===== src/rtl/fp16_align_stage.sv =====
// fp16_align_stage
// Exponent-alignment front end for a half-precision adder. Accepts an
// operand pair, orders it so the larger magnitude sits on the A side, and
// right-shifts the smaller significand one bit per cycle until both share
// the larger exponent. The aligned pair is held until downstream takes it.
//
// The effective-subtract flag is named checker_o because "checker" is a
// reserved word in SystemVerilog-2012.

module fp16_align_stage (
    input  logic        clk,
    input  logic        rst_n,
    input  logic        in_valid,
    output logic        in_ready,
    input  logic [15:0] a_in,
    input  logic [15:0] b_in,
    output logic        out_valid,
    input  logic        out_ready,
    output logic [10:0] a_mant,
    output logic [10:0] Bshifted,
    output logic [10:0] Bshiftedcomp,
    output logic        checker_o,
    output logic [4:0]  exp_out,
    output logic        sign_out
);

    typedef enum logic [1:0] {
        IDLE  = 2'd0,
        ALIGN = 2'd1,
        DONE  = 2'd2
    } state_t;

    state_t      state_q;
    logic [3:0]  count_q;
    logic [10:0] aMant_q;
    logic [10:0] bShift_q;
    logic [4:0]  exp_q;
    logic        sign_q;
    logic        checker_q;
    logic        outValid_q;
    logic        inReady_q;

    // Unpacked operand fields
    logic [4:0]  expA;
    logic [4:0]  expB;
    logic [4:0]  effExpA;
    logic [4:0]  effExpB;
    logic [10:0] sigA;
    logic [10:0] sigB;
    logic        aSmaller;
    logic [4:0]  expDiff;

    // Values loaded into the registers when a pair is accepted
    logic [10:0] aMant_d;
    logic [10:0] bShift_d;
    logic [4:0]  exp_d;
    logic        sign_d;
    logic        checker_d;
    logic [3:0]  count_d;

    // Unpack both operands, pick the larger magnitude and derive the shift count
    always_comb begin
        expA    = a_in[14:10];
        expB    = b_in[14:10];
        effExpA = (expA == 5'd0) ? 5'd1 : expA;
        effExpB = (expB == 5'd0) ? 5'd1 : expB;
        sigA    = {(expA != 5'd0), a_in[9:0]};
        sigB    = {(expB != 5'd0), b_in[9:0]};

        aSmaller = (effExpA < effExpB) ||
                   ((effExpA == effExpB) && (sigA < sigB));

        if (aSmaller) begin
            aMant_d  = sigB;
            bShift_d = sigA;
            exp_d    = effExpB;
            sign_d   = b_in[15];
            expDiff  = effExpB - effExpA;
        end else begin
            aMant_d  = sigA;
            bShift_d = sigB;
            exp_d    = effExpA;
            sign_d   = a_in[15];
            expDiff  = effExpA - effExpB;
        end

        checker_d = a_in[15] ^ b_in[15];
        count_d   = (expDiff > 5'd11) ? 4'd11 : expDiff[3:0];
    end

    // Handshake FSM and alignment datapath; shifts one bit per ALIGN cycle
    always_ff @(posedge clk) begin
        if (!rst_n) begin
            state_q    <= IDLE;
            count_q    <= 4'd0;
            aMant_q    <= 11'd0;
            bShift_q   <= 11'd0;
            exp_q      <= 5'd0;
            sign_q     <= 1'b0;
            checker_q  <= 1'b0;
            outValid_q <= 1'b0;
            inReady_q  <= 1'b0;
        end else begin
            case (state_q)
                IDLE: begin
                    if (in_valid && inReady_q) begin
                        aMant_q   <= aMant_d;
                        bShift_q  <= bShift_d;
                        exp_q     <= exp_d;
                        sign_q    <= sign_d;
                        checker_q <= checker_d;
                        count_q   <= count_d;
                        inReady_q <= 1'b0;
                        state_q   <= ALIGN;
                    end else begin
                        inReady_q <= 1'b1;
                    end
                end
                ALIGN: begin
                    if (count_q != 4'd0) begin
                        bShift_q <= bShift_q >> 1;
                        count_q  <= count_q - 4'd1;
                    end else begin
                        outValid_q <= 1'b1;
                        state_q    <= DONE;
                    end
                end
                DONE: begin
                    if (out_ready) begin
                        outValid_q <= 1'b0;
                        inReady_q  <= 1'b1;
                        state_q    <= IDLE;
                    end
                end
                default: begin
                    outValid_q <= 1'b0;
                    inReady_q  <= 1'b0;
                    state_q    <= IDLE;
                end
            endcase
        end
    end

    assign in_ready     = inReady_q;
    assign out_valid    = outValid_q;
    assign a_mant       = aMant_q;
    assign Bshifted     = bShift_q;
    assign Bshiftedcomp = 11'd0 - bShift_q;
    assign checker_o    = checker_q;
    assign exp_out      = exp_q;
    assign sign_out     = sign_q;

endmodule


===== config.mk =====
export PLATFORM = sky130hd
export DESIGN_NAME = fp16_align_stage
export DESIGN_NICKNAME = d
export VERILOG_FILES = /design/src/rtl/fp16_align_stage.sv
export SDC_FILE = /design/constraint.sdc
export NUM_CORES = 1
export LEC_CHECK = 0
export BUFFER_PORTS_ARGS = -buffer_cell sky130_fd_sc_hd__clkbuf_2
export CAP_MARGIN = 15
export CORE_ASPECT_RATIO = 2
export CORE_MARGIN = 2
export CORE_UTILIZATION = 53
export CTS_CLUSTER_DIAMETER = 200
export DETAILED_ROUTE_END_ITERATION = 16
export GPL_TIMING_DRIVEN = 1
export PLACE_DENSITY = 0.81
export SLEW_MARGIN = 20
export SYNTH_ARGS = -nofsm -noshare
export SYNTH_HDL_FRONTEND = slang
export SYNTH_SLANG_ARGS = --single-unit

===== constraint.sdc =====
create_clock -name clk -period 4.44 [get_ports clk]
set_input_delay 0.888 -clock clk [delete_from_list [all_inputs] [get_ports clk]]
set_output_delay 0.888 -clock clk [all_outputs]
set_load 0.005 [all_outputs]

==> impl_metrics.yaml, run 1 <==
run_status:
  status: "completed"
placement:
  dp.cells: 447
  dp_hpwl_mm: 5.50
  routabilityCongestion: 0.913
  io_buffers: 77
final_layout:
  final_layout_size_suffix_gt1_share_pct: 26.7
  utilization_pct: 63.4
  final_cells: 455
  antenna_cells: 0
  layout_common_cells: "clkbuf_2, dfxtp_1, nand2_1"
  final.fill_count: 459
  final_nets: 454
  layout_commonest_cell: "clkbuf_2"
  syn2layout_area_growth_pct: 16.4
floorplanning:
  die_h_um: 107
  ios: 78
  die_w_um: 55.4
  core-area_mm2: 0.00514
  die_area_mm2: 0.00592
  rows: 37
  start_util_pct: 54.5
clock_tree:
  tritoncts: "yes"
  ctsResizeCount: 0
  clkSinkCount: 37
  post-cts-setup-buffers: 0
  clock_latency_ps: 300
  cts_made_buffers: 5
  cts_root_buf: "clkbuf_8"
  htreeDepth: 2
  cts.path.max_buffers: 2
  clkSlewWorstSetupHoldPaths_ps: 70
  hold_buffers: 0
timing:
  max-slew-margin-rel_pct: 37.9
  max_freq_mhz: 270
  finalSetupViolCount: 0
  worst_slew_pin_slew_ps: 928
  totalNegativeSetupSlack_ps: 0
  period_minus_slack_ps: 3700
  fin_skew_ps: 7.00
  slew_viol_final: 0
  rsz0062_at_grt: "false"
  post-route-period-util_pct: 83.3
  final_hold_viol_count: 0
route:
  via_per_inst: 5.81
  wl_per_cell_um: 15.5
  dr.pass1.iters: 4
  antenna_left: 0
  vias: 2644
  first_iter_violations: 77
  drcViolationCount: 0
  wl_mm: 7.08
synthesis:
  yosysSeqAreaShare_pct: 26.5
  synth_cell_type_count: 59
  syn_area_mm2: 0.00280
  synth_nets: 392
  synth_area_leaders: "dfxtp_1, ha_1, o211a_1"
  syn_inst: 334
  yosys.area.top_type: "dfxtp_1"
  synth_ff_type: "dfxtp_1"
  ys_ff_latch: 37
  synth_top_area_share_pct: 26.5
  ys.warnings.count: 0
  syn-mean-instance-area_um2: 8.38
  synth-edff-count: 0
  async_flop_share_pct: 0
worst_setup_path:
  startpoint: "a_in[11]"
  cp_slowest_stage_delay_ps: 540
  reg2reg_slack_ps: 2360
  r2r_start: "count_q[0]$_SDFFE_PN0P_"
  required_ps: 4630
  critical_path_buf_inv_count: 3
  setup.worst_path.end: "Bshifted[0]$_SDFFE_PN0P_"
  worstPathArrival_ps: 3890
  path_max_fanout: 23
  r2r_end: "Bshifted[5]$_SDFFE_PN0P_"
  path_delay_family: "simple AND/OR/NAND/NOR gates"
  path_depth: 13
  worst_path_max_delay_cell: "or4_4"
  crit_type: "input port to flop"
  crit_path_start_kind: "input port"
  cp_cell_sequence: "clkbuf_2 -> or4_4 -> nor2_1 -> inv_1 -> ha_1 -> nand4_1 -> o22ai_1 -> a311oi_4 -> nor2_4 -> buf_4 -> mux2i_1 -> o221ai_1 -> and2_1"
  rr_worst_depth: 8
  endpoint_kind: "flop"
global_routing:
  grt-ovfl-total: 0
  grt_pass1_vias: 2481
  grt_usage_pct: 24.0
  grt_antenna_before_repair: 0
  grt_pass1_wl_mm: 11.4
  grt_max_degree: 42
job:
  cap_violations: 0
min_path:
  worstHoldPathType: "flop to flop"
power_and_ir_drop:
  power.density_mw_per_mm2: 352
  power_leakage_uw: 0.00167
  p_total_uw: 1150
  peakVddDrop_uv: 248
## metal layers
metal,routed length (um),track usage [%],up-vias
li1,-,-,1309
met1,2720,26.1,1241
met2,3890,45.2,79
met3,279,3.02,15
met4,188,10.3,0
met5,0,0,-
## logic make-up after synthesis
logic type	Yosys count	share of synthesized area [%]
flops	37	26.5
mux	14	5.00
compound gates	93	26.4
fa+ha+maj	22	10.4
xor+xnor	15	4.96
simple gates	103	18.4
buf+inv	50	8.44
## cells in the mapped netlist (all sizes together), types with 11 or more instances
| cell type | count |
|---|---|
| clkbuf | 20 |
| a21oi | 16 |
| o211a | 17 |
| inv | 25 |
| nor2 | 24 |
| and2 | 11 |
| mux2i | 14 |
| o211ai | 21 |
| nand2 | 36 |
| ha | 20 |
| dfxtp | 37 |
## how the worst min path moves through the flow
stage | start | to | slack (ps) | cells past startpoint
after detailed placement | exp_out[0]$_SDFFE_PN0P_ | exp_out[0]$_SDFFE_PN0P_ | 450 | 2
after global placement | exp_out[0]$_SDFFE_PN0P_ | exp_out[0]$_SDFFE_PN0P_ | 450 | 2
after global routing | exp_out[0]$_SDFFE_PN0P_ | exp_out[0]$_SDFFE_PN0P_ | 490 | 2
after CTS | exp_out[0]$_SDFFE_PN0P_ | exp_out[0]$_SDFFE_PN0P_ | 460 | 2
final | exp_out[0]$_SDFFE_PN0P_ | exp_out[0]$_SDFFE_PN0P_ | 450 | 2
after floorplan | exp_out[0]$_SDFFE_PN0P_ | exp_out[0]$_SDFFE_PN0P_ | 450 | 2
## sequential cells by signal, indices dropped and copies added (netlist names)
signal and flops:
checker_o 1, state_q 2, sign_out 1, Bshifted 11, exp_out 5, a_mant 11, in_ready 1, out_valid 1
count_q 4
## tightest hold or removal path: cells and delay by family (launching register included)
kind,cells,cell delay [ps]
AOI/OAI and AO/OA,1,50
and+or+nand+nor,1,50
DFF,1,310
## through the flow
step	cell area (um^2)	worst slack [ps]	hold slack (ps)
after floorplan	2800	1040	447
after global placement	3140	614	445
after detailed placement	3140	468	451
after CTS	3250	777	459
after global routing	3260	595	491
final	3260	740	453
## final cells by class
type / instances / area (um^2) / share of cell area [%]
timing repair buffer: 80 / 408 / 12.5
inverter: 25 / 93.8 / 2.88
sequential: 37 / 741 / 22.7
multi-input combinational: 247 / 1830 / 56.1
tap: 58 / 72.6 / 2.23
clock inverter: 1 / 30.0 / 0.922
clock buffer: 7 / 86.3 / 2.65
## power breakdown
group | leakage [uW] | total (uW) | switching, uW | internal (uW)
sequential | 0.000304 | 409 | 39.2 | 369
combinational | 0.00131 | 425 | 231 | 195
clock | 0.0000585 | 312 | 128 | 183
total | 0.00167 | 1150 | 398 | 747
Power figures use the tool's default switching activity.
==> run 2, diff against run 1 <==
clock period = 3.9 ns   (was 4.44 ns; I/O delays follow)
==> run 2 against run 1 <==
Effect of this change:
- combinational power rose by 15%
- core utilization fell by 0.44 points
- clock power fell by 13%
- setup slack got worse by 330 ps
- non-clock buffer count rose by 1
==> impl_metrics.yaml, run 2 (same netlist as run 1, synthesis figures left out) <==
final_layout:
  final_layout_size_suffix_gt1_share_pct: 26.7
  syn2layout_area_growth_pct: 15.5
  final_cells: 455
  layout_common_cells: "clkbuf_2, dfxtp_1, nand2_1"
  layout_commonest_cell: "clkbuf_2"
  antenna_cells: 0
  final_nets: 455
clock_tree:
  cts.path.max_buffers: 2
  htreeDepth: 2
  cts_root_buf: "clkbuf_8"
  tritoncts: "yes"
  cts_made_buffers: 5
  clkSinkCount: 37
  clock_latency_ps: 290
  post-cts-setup-buffers: 0
  hold_buffers: 0
  clkSlewWorstSetupHoldPaths_ps: 70
  ctsResizeCount: 0
floorplanning:
  ios: 78
  die_area_mm2: 0.00592
  die_h_um: 107
  start_util_pct: 54.5
  die_w_um: 55.4
  rows: 37
  core-area_mm2: 0.00514
timing:
  slew_viol_final: 0
  period_minus_slack_ps: 3490
  rsz0062_at_grt: "false"
  max_freq_mhz: 286
  finalSetupViolCount: 0
  worst_slew_pin_slew_ps: 895
  timing.final.ws_setup_ps: 407
  final_hold_viol_count: 0
  max-slew-margin-rel_pct: 40.1
  fin_skew_ps: 5.33
  post-route-period-util_pct: 89.6
  totalNegativeSetupSlack_ps: 0
global_routing:
  grt_pass1_vias: 2620
  grt_busiest_layer: "met2"
  grt-ovfl-total: 0
  grt_pass1_wl_mm: 11.6
  grt_usage_pct: 24.3
  grt_max_degree: 42
  grt_util_met3_pct: 3.98
  grt_antenna_before_repair: 0
  use_met1_pct: 24.2
  met2_usage_pct: 45.9
placement:
  io_buffers: 77
  pre_cts_slack_ps: 160
  dp_hpwl_mm: 5.58
  dp.cells: 448
  routabilityCongestion: 0.986
worst_setup_path:
  worstPathArrival_ps: 3680
  critical_path_buf_inv_count: 3
  endpoint_kind: "flop"
  worst_path_max_delay_cell: "or4_4"
  crit_path_frequent_cell: "o22ai_1"
  required_ps: 4090
  cp_cell_sequence: "clkbuf_2 -> or4_4 -> nor2_1 -> inv_1 -> ha_1 -> nand4_1 -> o22ai_1 -> a311oi_4 -> nor2_4 -> buf_4 -> mux2i_1 -> o22ai_1 -> and2_1"
  crit_type: "input port to flop"
  crit_path_start_kind: "input port"
  path_max_fanout: 24
  path_delay_family: "simple AND/OR/NAND/NOR gates"
  cp_slowest_stage_delay_ps: 540
route:
  antenna_left: 0
  drcViolationCount: 0
  wl_mm: 7.13
  first_iter_violations: 62
  vias: 2667
  wl_per_cell_um: 15.7
  dr.pass1.iters: 4
  via_per_inst: 5.86
run_status:
  status: "completed"
power_and_ir_drop:
  power.density_mw_per_mm2: 379
  power_leakage_uw: 0.00167
  peakVddDrop_uv: 305
min_path:
  worstHoldPathType: "flop to flop"
job:
  cap_violations: 0
==> run 2: changes by cell type in the layout (fill, tap and decap cells not counted), sizes merged <==
cell,delta
buf,+1
bufinv,-1
==> run 2: power by group <==
part / leakage, uW / internal (uW) / switching, uW
Combinational: 0.00132 / 224 / 264
Clock: 0.0000443 / 140 / 132
Sequential: 0.000304 / 421 / 44.6
Total: 0.00167 / 785 / 441
==> run 2: stage by stage <==
step / total power, uW / cell area (um^2) / util (%) / hold WS [ps]
floorplan: 793 / 2800 / - / 447
global placement: 944 / 3150 / 61.2 / 443
detailed placement: 960 / 3150 / 61.2 / 451
CTS: 1230 / 3230 / 62.9 / 458
global route: 1300 / 3240 / 63.0 / 484
finish: 1230 / 3240 / 63.0 / 452
==> run 2: worst reg2reg max path: stages, from the launching register on <==
cell and delay (ps):
dfxtp_1 340, inv_1 70, ha_1 190, nor3b_1 370, nor2_1 110, nor2_1 470
a21oi_1 90, o22ai_1 150, and2_1 140
==> run 2: final timing paths <==
kind	start	end	slack, ps	cells past startpoint
hold / removal	exp_out[0]$_SDFFE_PN0P_	exp_out[0]$_SDFFE_PN0P_	450	2
setup / recovery	a_in[11]	Bshifted[6]$_SDFFE_PN0P_	410	13
setup reg to reg	count_q[0]$_SDFFE_PN0P_	Bshifted[8]$_SDFFE_PN0P_	1900	8
hold reg to reg	exp_out[0]$_SDFFE_PN0P_	exp_out[0]$_SDFFE_PN0P_	450	2
==> run 2: metal layers <==
layer / share of wire (%) / vias to the layer above
li1: - / 1309
met1: 36 / 1243
met2: 54 / 91
met3: 5.3 / 24
met4: 4.1 / 0
met5: 0 / -
==> run 2: layout make-up <==
cell class              instances  area [um^2]
clock buffers                   7         86.3
inverters                      25         93.8
well taps                      58         72.6
multi-input cells             247         1830
repair buffers                 81          415
flip-flops and latches         37          741
fillers                       470         1900
==> run 3, diff against run 2 <==
CORE_MARGIN = 4   (was 2)
GPL_TIMING_DRIVEN = 0   (was 1)
SKIP_CTS_REPAIR_TIMING = 1   (was unset)
==> run 3 against run 2 <==
Effect of this change:
- global-route usage down 0.096 points
- via count grew 3.6%
- sequential share of layout area down 0.75 points
- sequential power is essentially flat
- critical path depth is 1 higher
- register-to-register slack worse by 110 ps
- final cell count increased by 4.8%
- core utilization is 2.1 points higher
- maximum frequency shrank 0.29%
- clock power about the same
- wire length is 6.6% higher
==> impl_metrics.yaml, run 3 (same netlist as run 1, synthesis figures left out) <==
power_and_ir_drop:
  peakVddDrop_uv: 343
  p_int_uw: 778
  p_sw_uw: 462
  power_frac_comb_pct: 40.9
  seq_power_share_pct: 37.4
  power.density_mw_per_mm2: 371
  switching_share_pct: 37.3
  power_leakage_uw: 0.00171
  p_clk_share_pct: 21.7
timing:
  max_freq_mhz: 285
  period_minus_slack_ps: 3500
  timing.final.ws_setup_ps: 396
  rsz0062_at_grt: "false"
  slew_viol_final: 0
  worst_slew_pin_slew_ps: 560
  hold_ws_ps: 453
  max-slew-margin-rel_pct: 62.6
  final_hold_viol_count: 0
  finalSetupViolCount: 0
  totalNegativeSetupSlack_ps: 0
  fin_skew_ps: 6.44
  post-route-period-util_pct: 89.8
clock_tree:
  htreeDepth: 2
  clkSinkCount: 37
  clkSlewWorstSetupHoldPaths_ps: 80
  clock_latency_ps: 290
  cts_root_buf: "clkbuf_8"
  cts.path.max_buffers: 2
  tritoncts: "yes"
  cts_made_buffers: 5
global_routing:
  grt_pass1_vias: 2818
  grt_max_degree: 13
  grt-ovfl-total: 0
  grt_usage_pct: 24.2
  grt_util_met3_pct: 3.26
  use_met1_pct: 24.5
  grt_busiest_layer: "met2"
  grt_pass1_wl_mm: 12.6
  met2_usage_pct: 44.3
  grt_antenna_before_repair: 0
route:
  antenna_left: 0
  drcViolationCount: 0
  wl_mm: 7.60
  vias: 2763
  via_per_inst: 5.79
  dr.pass1.iters: 4
  first_iter_violations: 103
  wl_per_cell_um: 15.9
floorplanning:
  die_h_um: 111
  rows: 37
  core-area_mm2: 0.00514
  ios: 78
  start_util_pct: 54.5
  die_area_mm2: 0.00658
  die_w_um: 59.4
placement:
  dp.cells: 469
  pre_cts_slack_ps: 129
  routabilityCongestion: 0.920
  dp_hpwl_mm: 6.23
  io_buffers: 77
worst_setup_path:
  worstPathArrival_ps: 3740
  endpoint_kind: "flop"
  crit_path_start_kind: "input port"
  crit_type: "input port to flop"
  reg2reg_slack_ps: 1790
  required_ps: 4130
  path_max_fanout: 10
final_layout:
  syn2layout_area_growth_pct: 19.4
  layout_common_cells: "clkbuf_2, dfxtp_1, nand2_1"
  utilization_pct: 65.1
  final_nets: 476
  final_cells: 477
  layout_commonest_cell: "clkbuf_2"
  final.fill_count: 471
  antenna_cells: 0
  final_layout_size_suffix_gt1_share_pct: 26.0
run_status:
  status: "completed"
min_path:
  worstHoldPathType: "flop to flop"
job:
  cap_violations: 0
==> run 3: worst paths after layout <==
path,start,endpoint,cells past startpoint
setup / recovery,a_in[14],exp_out[2]$_SDFFE_PN0P_,14
hold / removal,exp_out[0]$_SDFFE_PN0P_,exp_out[0]$_SDFFE_PN0P_,2
setup reg to reg,state_q[1]$_SDFFE_PN0P_,count_q[0]$_SDFFE_PN0P_,6
hold reg to reg,exp_out[0]$_SDFFE_PN0P_,exp_out[0]$_SDFFE_PN0P_,2
==> run 3: critical path, cell delays in order <==
cell	delay, ps
clkbuf_2	100
or4_4	550
nor2_1	150
inv_1	80
ha_1	340
nand4_1	120
o22ai_1	280
a311oi_4	120
nor2_4	210
buf_6	180
clkbuf_1	410
nand2_1	120
o211ai_1	120
o211a_1	170
==> run 3: cell type report <==
| class | instances | area (um^2) | share of cell area (%) |
|---|---|---|---|
| timing repair buffer | 77 | 385 | 11.5 |
| multi-input combinational | 247 | 1820 | 54.5 |
| clock inverter | 3 | 17.5 | 0.524 |
| inverter | 25 | 93.8 | 2.81 |
| tap | 58 | 72.6 | 2.17 |
| clock buffer | 5 | 68.8 | 2.06 |
| sequential | 37 | 741 | 22.1 |
| buffer | 25 | 143 | 4.26 |
==> run 3: stage by stage <==
step	power (uW)	instance area (um^2)
3_3_place_gp	962	3260
6_report	1240	3340
5_1_grt	1320	3340
4_1_cts	1240	3340
3_5_place_dp	977	3260
2_1_floorplan	793	2800
==> run 3: power groups by stage <==
stage / Sequential [uW] / Clock (uW) / Combinational [uW]
2_1_floorplan: 468 / 0 / 326
3_3_place_gp: 471 / 0 / 491
3_5_place_dp: 473 / 0 / 505
4_1_cts: 463 / 272 / 509
5_1_grt: 471 / 289 / 562
6_report: 464 / 269 / 507
==> run 3: layer usage <==
metal / part of all wire, % / vias up
met1: 35 / 1287
met5: 0 / -
met4: 4.6 / 0
met3: 5.4 / 30
met2: 55 / 92
li1: - / 1354
